<file path="config.mk">
export PLATFORM = sky130hd
export DESIGN_NAME = fifo_prog
export DESIGN_NICKNAME = d
export VERILOG_FILES = /design/src/rtl/fifo_pkg.sv /design/src/rtl/fifo_ram.sv /design/src/rtl/fifo_prog.sv
export SDC_FILE = /design/constraint.sdc
export NUM_CORES = 1
export LEC_CHECK = 0
export CAP_MARGIN = 25
export CORE_MARGIN = 8
export CORE_UTILIZATION = 40
export DETAILED_ROUTE_END_ITERATION = 7
export GPL_TIMING_DRIVEN = 0
export MAX_ROUTING_LAYER = met4
export PLACE_DENSITY = 0.54
export SYNTH_ARGS = -nofsm -noshare
export SYNTH_HDL_FRONTEND = slang
export SYNTH_SLANG_ARGS = --single-unit
</file>
<file path="constraint.sdc">
create_clock -name clk -period 6.7 [get_ports clk]
set_input_delay 0.67 -clock clk [delete_from_list [all_inputs] [get_ports clk]]
set_output_delay 0.67 -clock clk [all_outputs]
set_load 0.01 [all_outputs]
</file>
<file path="src/rtl/fifo_pkg.sv">
// fifo_pkg
// Shared definitions for the programmable FIFO: the read-mode encodings
// selected by the FWFT parameter, and helpers that turn an address width
// into a storage depth and an occupancy-counter width.
package fifo_pkg;

  // Read-mode encodings for the FWFT parameter
  typedef enum logic {
    FWFT_STANDARD     = 1'b0,
    FWFT_FALL_THROUGH = 1'b1
  } fwft_mode_e;

  // Number of words held by a RAM addressed with addr_width bits
  function automatic int fifo_depth(input int addr_width);
    return 1 << addr_width;
  endfunction

  // The count must reach DEPTH itself, so it needs one bit more than the pointers
  function automatic int count_width(input int addr_width);
    return addr_width + 1;
  endfunction

endpackage

</file>
<file path="src/rtl/fifo_ram.sv">
// fifo_ram
// Simple dual-port storage for fifo_prog: one synchronous write port and one
// asynchronous read port. The array carries the RAM style attribute given by
// TYPE. Contents have no reset.
// Ports:
//   clk    - write clock
//   we     - write enable
//   waddr  - write address
//   wdata  - write data
//   raddr  - read address
//   rdata  - read data (combinational from raddr)
module fifo_ram
  import fifo_pkg::*;
#(
  parameter int DATA_WIDTH = 64,
  parameter int ADDR_WIDTH = 4,
  parameter     TYPE       = "distributed"
) (
  input  logic                  clk,
  input  logic                  we,
  input  logic [ADDR_WIDTH-1:0] waddr,
  input  logic [DATA_WIDTH-1:0] wdata,
  input  logic [ADDR_WIDTH-1:0] raddr,
  output logic [DATA_WIDTH-1:0] rdata
);

  localparam int DEPTH = fifo_depth(ADDR_WIDTH);

  (* ram_style = TYPE *) logic [DATA_WIDTH-1:0] mem [0:DEPTH-1];

  // Single write port; no reset so the array maps onto RAM primitives
  always_ff @(posedge clk) begin
    if (we) begin
      mem[waddr] <= wdata;
    end
  end

  assign rdata = mem[raddr];

endmodule

</file>
<file path="src/rtl/fifo_prog.sv">
// fifo_prog
// Synchronous FIFO with a selectable read mode, programmable almost-full /
// almost-empty thresholds and sticky overflow / underflow flags.
// Ports:
//   clk, reset              - clock, asynchronous active-high reset
//   flush                   - synchronous empty command, overrides requests
//   s_write_req/data/ready  - push side; ready means not full
//   s_read_req/data/ready   - pop side; ready means a word is readable
//   fifo_count              - occupancy 0..DEPTH
//   almost_full/empty       - threshold flags (count >= AF, count <= AE)
//   overflow/underflow      - sticky error flags, cleared by reset or flush
module fifo_prog
  import fifo_pkg::*;
#(
  parameter int DATA_WIDTH = 64,
  parameter int ADDR_WIDTH = 4,
  parameter int FWFT       = 0,
  parameter int AF_THRESH  = fifo_depth(ADDR_WIDTH) - 4,
  parameter int AE_THRESH  = 4,
  parameter     TYPE       = "distributed"
) (
  input  logic                  clk,
  input  logic                  reset,
  input  logic                  flush,
  input  logic                  s_write_req,
  input  logic [DATA_WIDTH-1:0] s_write_data,
  output logic                  s_write_ready,
  input  logic                  s_read_req,
  output logic [DATA_WIDTH-1:0] s_read_data,
  output logic                  s_read_ready,
  output logic [ADDR_WIDTH:0]   fifo_count,
  output logic                  almost_full,
  output logic                  almost_empty,
  output logic                  overflow,
  output logic                  underflow
);

  localparam int               CW       = count_width(ADDR_WIDTH);
  localparam int               DEPTH    = fifo_depth(ADDR_WIDTH);
  localparam logic [CW-1:0]    FULL_CNT = CW'(DEPTH);
  localparam logic [CW-1:0]    AF_T     = CW'(AF_THRESH);
  localparam logic [CW-1:0]    AE_T     = CW'(AE_THRESH);
  localparam bit               IS_FWFT  = (FWFT == int'(FWFT_FALL_THROUGH));

  logic [ADDR_WIDTH-1:0] wr_ptr, rd_ptr;
  logic [ADDR_WIDTH-1:0] wr_ptr_next, rd_ptr_next;
  logic [CW-1:0]         count_next;
  logic                  wr_accept, rd_accept;
  logic [ADDR_WIDTH-1:0] ram_raddr;
  logic [DATA_WIDTH-1:0] ram_rdata;
  logic [DATA_WIDTH-1:0] head_data;

  // The registered ready flags already encode full/empty, so a write to a
  // full FIFO or a read from an empty one is refused even if the other side
  // is moving in the same cycle.
  assign wr_accept = s_write_req && s_write_ready && !flush;
  assign rd_accept = s_read_req  && s_read_ready  && !flush;

  // Next-state pointers and occupancy; pointers wrap naturally at DEPTH
  always_comb begin
    wr_ptr_next = wr_ptr;
    rd_ptr_next = rd_ptr;
    count_next  = fifo_count;
    if (flush) begin
      wr_ptr_next = '0;
      rd_ptr_next = '0;
      count_next  = '0;
    end else begin
      if (wr_accept) wr_ptr_next = wr_ptr + 1'b1;
      if (rd_accept) rd_ptr_next = rd_ptr + 1'b1;
      case ({wr_accept, rd_accept})
        2'b10:   count_next = fifo_count + 1'b1;
        2'b01:   count_next = fifo_count - 1'b1;
        default: count_next = fifo_count;
      endcase
    end
  end

  // Fall-through mode preloads the word that will be at the head after this
  // edge; standard mode reads the current head when a read is accepted.
  assign ram_raddr = IS_FWFT ? rd_ptr_next : rd_ptr;

  // A word being written into the slot that becomes the head this edge is
  // not yet in the RAM, so forward it straight from the write port.
  assign head_data = (wr_accept && (wr_ptr == rd_ptr_next)) ? s_write_data : ram_rdata;

  fifo_ram #(
    .DATA_WIDTH (DATA_WIDTH),
    .ADDR_WIDTH (ADDR_WIDTH),
    .TYPE       (TYPE)
  ) u_ram (
    .clk   (clk),
    .we    (wr_accept),
    .waddr (wr_ptr),
    .wdata (s_write_data),
    .raddr (ram_raddr),
    .rdata (ram_rdata)
  );

  // Pointers, count, status flags and the output data register. All status
  // flags are computed from count_next so they agree with fifo_count after
  // the same edge.
  always_ff @(posedge clk or posedge reset) begin
    if (reset) begin
      wr_ptr        <= '0;
      rd_ptr        <= '0;
      fifo_count    <= '0;
      s_write_ready <= 1'b1;
      s_read_ready  <= 1'b0;
      almost_full   <= 1'b0;
      almost_empty  <= 1'b1;
      overflow      <= 1'b0;
      underflow     <= 1'b0;
      s_read_data   <= '0;
    end else begin
      wr_ptr        <= wr_ptr_next;
      rd_ptr        <= rd_ptr_next;
      fifo_count    <= count_next;
      s_write_ready <= (count_next != FULL_CNT);
      s_read_ready  <= (count_next != '0);
      almost_full   <= (count_next >= AF_T);
      almost_empty  <= (count_next <= AE_T);

      if (flush) begin
        overflow  <= 1'b0;
        underflow <= 1'b0;
      end else begin
        if (s_write_req && !s_write_ready) overflow  <= 1'b1;
        if (s_read_req  && !s_read_ready)  underflow <= 1'b1;
      end

      if (IS_FWFT) begin
        if (!flush && (count_next != '0)) s_read_data <= head_data;
      end else begin
        if (rd_accept) s_read_data <= ram_rdata;
      end
    end
  end

endmodule

</file>
==> results.py, run 1 <==
metrics = {
    "clock_tree": {
        "clkTransAtPathRegs_ps": 60,
        "clock_sinks": 1107,
        "cts_setup_buffers": 0,
        "cts_hold_buf": 0,
        "cts_resized": 0,
        "cts_made_buffers": 112,
        "root_buffer": "clkbuf_16",
        "htree_levels": 3,
        "cts_buffer_depth": 3,
        "cts_tree": "yes",
        "clk_latency_ps": 670,
    },
    "worst_setup_path": {
        "crit_family": "buffers and inverters",
        "worstPathCellList": "clkdlybuf4s50_1 > nand3b_1 > inv_2 > clkbuf_1 > ha_1 > a21o_1 > nand2_1 > a211o_1 > a31oi_1 > mux2i_1 > inv_2 > a21o_1",
        "slowest_delay_ps": 740,
        "worstPathArrival_ps": 4220,
        "end_kind": "flip-flop",
        "start_kind": "input pin",
        "crit_path_top_delay_cell": "clkdlybuf4s50_1",
        "cp_num_buf_inv": 4,
        "critPathRequiredTime_ps": 7270,
        "crit_fanout": 10,
        "criticalPathCategory": "in -> reg",
    },
    "logic_synthesis": {
        "synth_seq_cells": 1107,
        "syn_nets": 1898,
        "synth_edf_count": 1024,
        "synthDistinctLibCells": 39,
        "async_flop_share": 0.0750,
        "synth_top_flop_cell": "edfxtp_1",
        "seq_area_frac_synth": 0.783,
        "avgSynthCellArea_sq_um": 23.0,
        "syn_inst": 1822,
        "yosysWarnings": 0,
        "synth_area_sq_um": 41900,
    },
    "floorplanning": {
        "core_sq_um": 104000,
        "start_util": 0.404,
        "rows": 118,
        "die_area_sq_um": 115000,
        "die_h_microns": 340,
        "die_w_microns": 340,
        "num_io_pins": 144,
    },
    "routing": {
        "drtIter0Drc": 1996,
        "via_count": 19900,
        "routed_wl_microns": 104000,
        "firstDrtPassIters": 5,
        "drc": 0,
        "post_drt_wl_per_cell_microns": 28.4,
        "drt.antenna.violating_nets": 0,
        "via_per_inst": 5.43,
    },
    "place": {
        "dpl.hpwl_microns": 66600,
        "dpl_cell_area_sq_um": 46800,
        "place_inst": 3435,
        "gp_congestion": 0.716,
        "io_buffers": 143,
        "dp_slack_ps": 2410,
    },
    "pwr": {
        "irDropWorstVdd_v": 0.000210,
        "power_density_nw_per_um2": 310,
        "leakage_nw": 16.1,
        "power_mw": 15.7,
    },
    "sta": {
        "rsz0062_at_grt": "no",
        "setup_violations": 0,
        "hold_violations": 0,
        "skew_ps": 23.8,
        "setup_ws_ps": 3040,
        "fin_setup_tns_ps": 0,
        "fin_crit_ps": 3660,
        "report.final.slew_viol_count": 0,
        "min_period_over_period": 0.546,
        "worstMarginPinSlew_ps": 1040,
        "timing.fmax_mhz": 273,
        "slew_headroom": 0.308,
    },
    "layout": {
        "final_cell_mix": "edfxtp_1 (1,024), mux4_2 (320), nand2_1 (206), clkdlybuf4s50_1 (143), clkbuf_16 (119)",
        "final_common_cell": "edfxtp_1",
        "fin_area_sq_um": 50600,
        "synthToLayoutAreaGrowth_pct": 20.6,
        "fin_cells": 3657,
        "multi_input_area_sq_um": 8640,
        "num-fill-cells": 8332,
        "regArea_sq_um": 32800,
        "drive_above_1_share": 0.281,
        "nets": 2245,
    },
    "flow_run": {
        "max_cap_viol_count": 0,
    },
    "min_path": {
        "hp-class": "in -> async",
    },
    "global_route": {
        "antenna_found_initial": 10,
        "gr-total-overflow": 0,
        "grt_first_pass_wirelength_microns": 148000,
        "grt_pass1_vias": 20800,
        "grt_max_degree": 54,
        "grt_usage": 0.182,
    },
    "run_status": {
        "status": "finished clean",
    },
}
## layout make-up
type,instances,area share
multi-input combinational,613,0.171
clock buffer,150,0.0626
sequential,1107,0.649
inverter,10,0.000792
clock inverter,62,0.0116
timing repair buffer,233,0.0597
tap,1380,0.0341
antenna,10,0.000495
buffer,92,0.0109
## metrics by stage
stage	hold slack (ps)	utilization
final	371	0.487
after floorplan	514	-
after CTS	354	0.487
after detailed placement	464	0.451
after global routing	421	0.487
after global placement	461	0.435
## synthesized netlist by cell type, drive strengths merged (2+ instances only)
library cell	number	area [sq um]
edfxtp	1024	30700
mux4	320	7210
nand2	206	773
dfrtp	81	2030
clkbuf	51	191
buf	41	359
nor2	28	105
inv	10	37.5
a21oi	8	40.0
ha	7	87.6
xor2	6	52.6
nand3	4	20.0
nor3	4	20.0
xnor2	3	26.3
a21o	2	15.0
a31oi	2	12.5
dfstp	2	52.6
mux2i	2	20.0
nand2b	2	12.5
nand4	2	12.5
o21ai	2	10.0
or3	2	12.5
## path summary, 6_finish.rpt
check	start	end	slack [ps]	cells past startpoint
max	s_read_req	almost_full	3040	12
min	reset	s_read_data[43]	370	2
max reg2reg	s_read_ready	almost_full	3160	11
min reg2reg	s_read_data[39]	s_read_data[39]	470	2
max in group asynchronous	reset	s_write_ready	5560	3
min in group clk	s_read_data[39]	s_read_data[39]	470	2
## where the power goes
part	internal, mW	switching, mW	total (mW)
sequential	7.78	0.126	7.90
combinational	0.773	0.703	1.48
clock	3.73	2.57	6.30
total	12.3	3.40	15.7
## sequential cells by signal (all words and copies together), names as in the netlist, 4 cells and up
| register | cells |
|---|---|
| fifo_count | 5 |
| u_ram.mem | 1024 |
| s_read_data | 64 |
| wr_ptr | 4 |
| ram_raddr | 4 |
## layer usage
metal	GRT usage	wire length (microns)
met5	-	0
met4	0.0407	1690
met2	0.282	49500
met1	0.251	45500
met3	0.0387	7120
## cell families (layout without fill, tap and decap cells)
| kind of cell | count (synthesis) | count (layout) | share of synthesized area |
|---|---|---|---|
| DFF | 1107 | 1107 | 0.783 |
| muxes | 323 | 323 | 0.173 |
| and+or+nand+nor | 254 | 254 | 0.0238 |
| buffers and inverters | 102 | 547 | 0.0140 |
| AOI/OAI and AO/OA | 20 | 20 | 0.00301 |
| xor gates and xnor gates | 9 | 9 | 0.00188 |
| adders and majority gates | 7 | 7 | 0.00209 |
| other | 0 | 10 | 0 |
Power figures use the tool's default switching activity.
==> inputs of run 2 (changes only) <==
--- a/config.mk
+++ b/config.mk
@@ -11,7 +11,7 @@
 export DETAILED_ROUTE_END_ITERATION = 7
 export GPL_TIMING_DRIVEN = 0
 export MAX_ROUTING_LAYER = met4
-export PLACE_DENSITY = 0.54
+export PLACE_DENSITY = 0.56
 export SYNTH_ARGS = -nofsm -noshare
 export SYNTH_HDL_FRONTEND = slang
 export SYNTH_SLANG_ARGS = --single-unit
==> constraint.sdc (replaced) <==
create_clock -name clk -period 3.35 [get_ports clk]
set_input_delay 0.335 -clock clk [delete_from_list [all_inputs] [get_ports clk]]
set_output_delay 0.335 -clock clk [all_outputs]
set_load 0.01 [all_outputs]
==> results.py, run 2 (synthesis gave the netlist of run 1 again) <==
metrics = {
    "global_route": {
        "gr-total-overflow": 0,
        "antenna_found_initial": 13,
        "grt_first_pass_wirelength_microns": 145000,
        "grt_pass1_vias": 20600,
        "grt_usage": 0.178,
        "grt_max_degree": 47,
    },
    "pwr": {
        "power_density_nw_per_um2": 629,
        "switching_share": 0.214,
        "netSwitchingPower_mw": 6.82,
        "irDropWorstVdd_v": 0.000415,
        "pwr-share-clk": 0.410,
        "intPower_mw": 25.0,
        "seqPwrFrac": 0.497,
        "combPwrFrac": 0.093,
        "leakage_nw": 16.1,
    },
    "routing": {
        "via_per_inst": 5.36,
        "routed_wl_microns": 101000,
        "via_count": 19500,
        "firstDrtPassIters": 7,
        "drc": 0,
        "drt.antenna.violating_nets": 0,
        "post_drt_wl_per_cell_microns": 27.9,
        "drtIter0Drc": 1778,
    },
    "run_status": {
        "status": "finished clean",
    },
    "layout": {
        "synthToLayoutAreaGrowth_pct": 20.6,
        "top_register": "u_ram.mem",
        "final_cell_mix": "edfxtp_1 (1,024), mux4_2 (320), nand2_1 (206), clkdlybuf4s50_1 (143), clkbuf_16 (115)",
        "fin_area_sq_um": 50600,
        "drive_above_1_share": 0.279,
        "final_common_cell": "edfxtp_1",
        "reg.largest.list": "u_ram.mem x1024, s_read_data x64, fifo_count x5",
        "largest_reg_flops": 1024,
        "fin_cells": 3634,
        "nets": 2220,
    },
    "sta": {
        "worstMarginPinSlew_ps": 992,
        "setup_ws_ps": 131,
        "rsz0062_at_grt": "no",
        "report.final.slew_viol_count": 0,
        "min_period_over_period": 0.961,
        "setup_violations": 0,
        "fin_setup_tns_ps": 0,
        "fin_crit_ps": 3220,
        "slew_headroom": 0.339,
        "timing.fmax_mhz": 311,
        "skew_ps": 20.2,
        "hold_violations": 0,
    },
    "clock_tree": {
        "cts_resized": 0,
        "root_buffer": "clkbuf_16",
        "clock_sinks": 1107,
        "clk_latency_ps": 670,
        "cts_made_buffers": 113,
        "clkTransAtPathRegs_ps": 60,
        "cts_buffer_depth": 3,
        "cts_tree": "yes",
        "cts_setup_buffers": 0,
        "htree_levels": 3,
        "cts_hold_buf": 0,
    },
    "min_path": {
        "hp-class": "in -> async",
    },
    "worst_setup_path": {
        "worstPathArrival_ps": 3770,
        "reg2regPathDepth": 7,
        "ff2ff_setup_slack_ps": 130,
        "start_kind": "flip-flop",
        "crit_fanout": 10,
        "worstReg2RegEnd": "s_read_data[58]",
        "critPathRequiredTime_ps": 3900,
        "reg2reg_from": "ram_raddr[1]",
        "criticalPathCategory": "reg -> reg",
        "end_kind": "flip-flop",
    },
    "floorplanning": {
        "num_io_pins": 144,
        "die_w_microns": 340,
        "rows": 118,
        "die_h_microns": 340,
        "die_area_sq_um": 115000,
        "start_util": 0.404,
        "core_sq_um": 104000,
    },
    "flow_run": {
        "max_cap_viol_count": 0,
    },
    "place": {
        "dpl_cell_area_sq_um": 46600,
        "place_inst": 3410,
        "gp_congestion": 0.713,
        "dpl.hpwl_microns": 64000,
        "dp_slack_ps": -223,
        "io_buffers": 143,
    },
}
==> run 2: cell types whose count changed in the layout (fill, tap and decap cells not counted), sizes merged <==
| cell | before | now |
|---|---|---|
| clkinv | 44 | 43 |
| diode | 10 | 12 |
| clkbuf | 201 | 196 |
| inv | 15 | 14 |
| buf | 131 | 106 |
| bufinv | 11 | 18 |
==> run 2: per-stage QoR <==
stage / total power, mW / utilization / hold WS (ps)
5_1_grt: 32.9 / 0.487 / 239
4_1_cts: 32.2 / 0.487 / 203
3_3_place_gp: 19.0 / 0.435 / 470
3_5_place_dp: 19.1 / 0.449 / 462
2_1_floorplan: 17.6 / - / 434
6_report: 31.8 / 0.487 / 193
==> run 2: final cells by class <==
class                           instances  area [sq um]
Antenna cell                           12          30.0
Buffer                                 91           549
Clock buffer                          146          3090
Clock inverter                         67           797
Fill cell                            8314         53200
Inverter                               10          40.0
Multi-Input combinational cell        613          8670
Sequential cell                      1107         32800
Tap cell                             1380          1730
Timing Repair Buffer                  208          2840
==> run 2: layer usage <==
layer	up-vias	global-route usage	part of all wire
met5	-	-	0
met3	162	0.0341	0.059
met2	591	0.299	0.51
met1	10500	0.223	0.41
li1	8252	-	-
met4	0	0.0453	0.020
==> run 2: critical path: stages, from the launching register on <==
cell,delay [ps]
dfrtp_1,370
clkbuf_1,370
buf_2,460
clkbuf_1,750
mux4_2,430
mux4_2,530
nand2_1,120
nand2_1,60
==> run 2: power groups by stage <==
stage / clock network (mW) / registers [mW] / logic [mW]
global placement: 0 / 16.1 / 2.92
global route: 13.8 / 15.9 / 3.20
finish: 13.1 / 15.8 / 2.96
CTS: 13.3 / 15.8 / 3.05
floorplan: 0 / 16.2 / 1.33
detailed placement: 0 / 16.1 / 3.03
==> run 2: how the worst max path moves through the flow <==
| stage | slack, ps | end | startpoint |
|---|---|---|---|
| 2_1_floorplan | -860 | u_ram.mem[13][0] | s_write_ready |
| 3_3_place_gp | -5560 | u_ram.mem[9][20] | flush |
| 3_5_place_dp | -220 | almost_full | s_read_req |
| 4_1_cts | 90 | s_read_data[18] | ram_raddr[1] |
| 5_1_grt | 10 | s_read_data[15] | ram_raddr[1] |
| 6_report | 130 | s_read_data[58] | ram_raddr[1] |
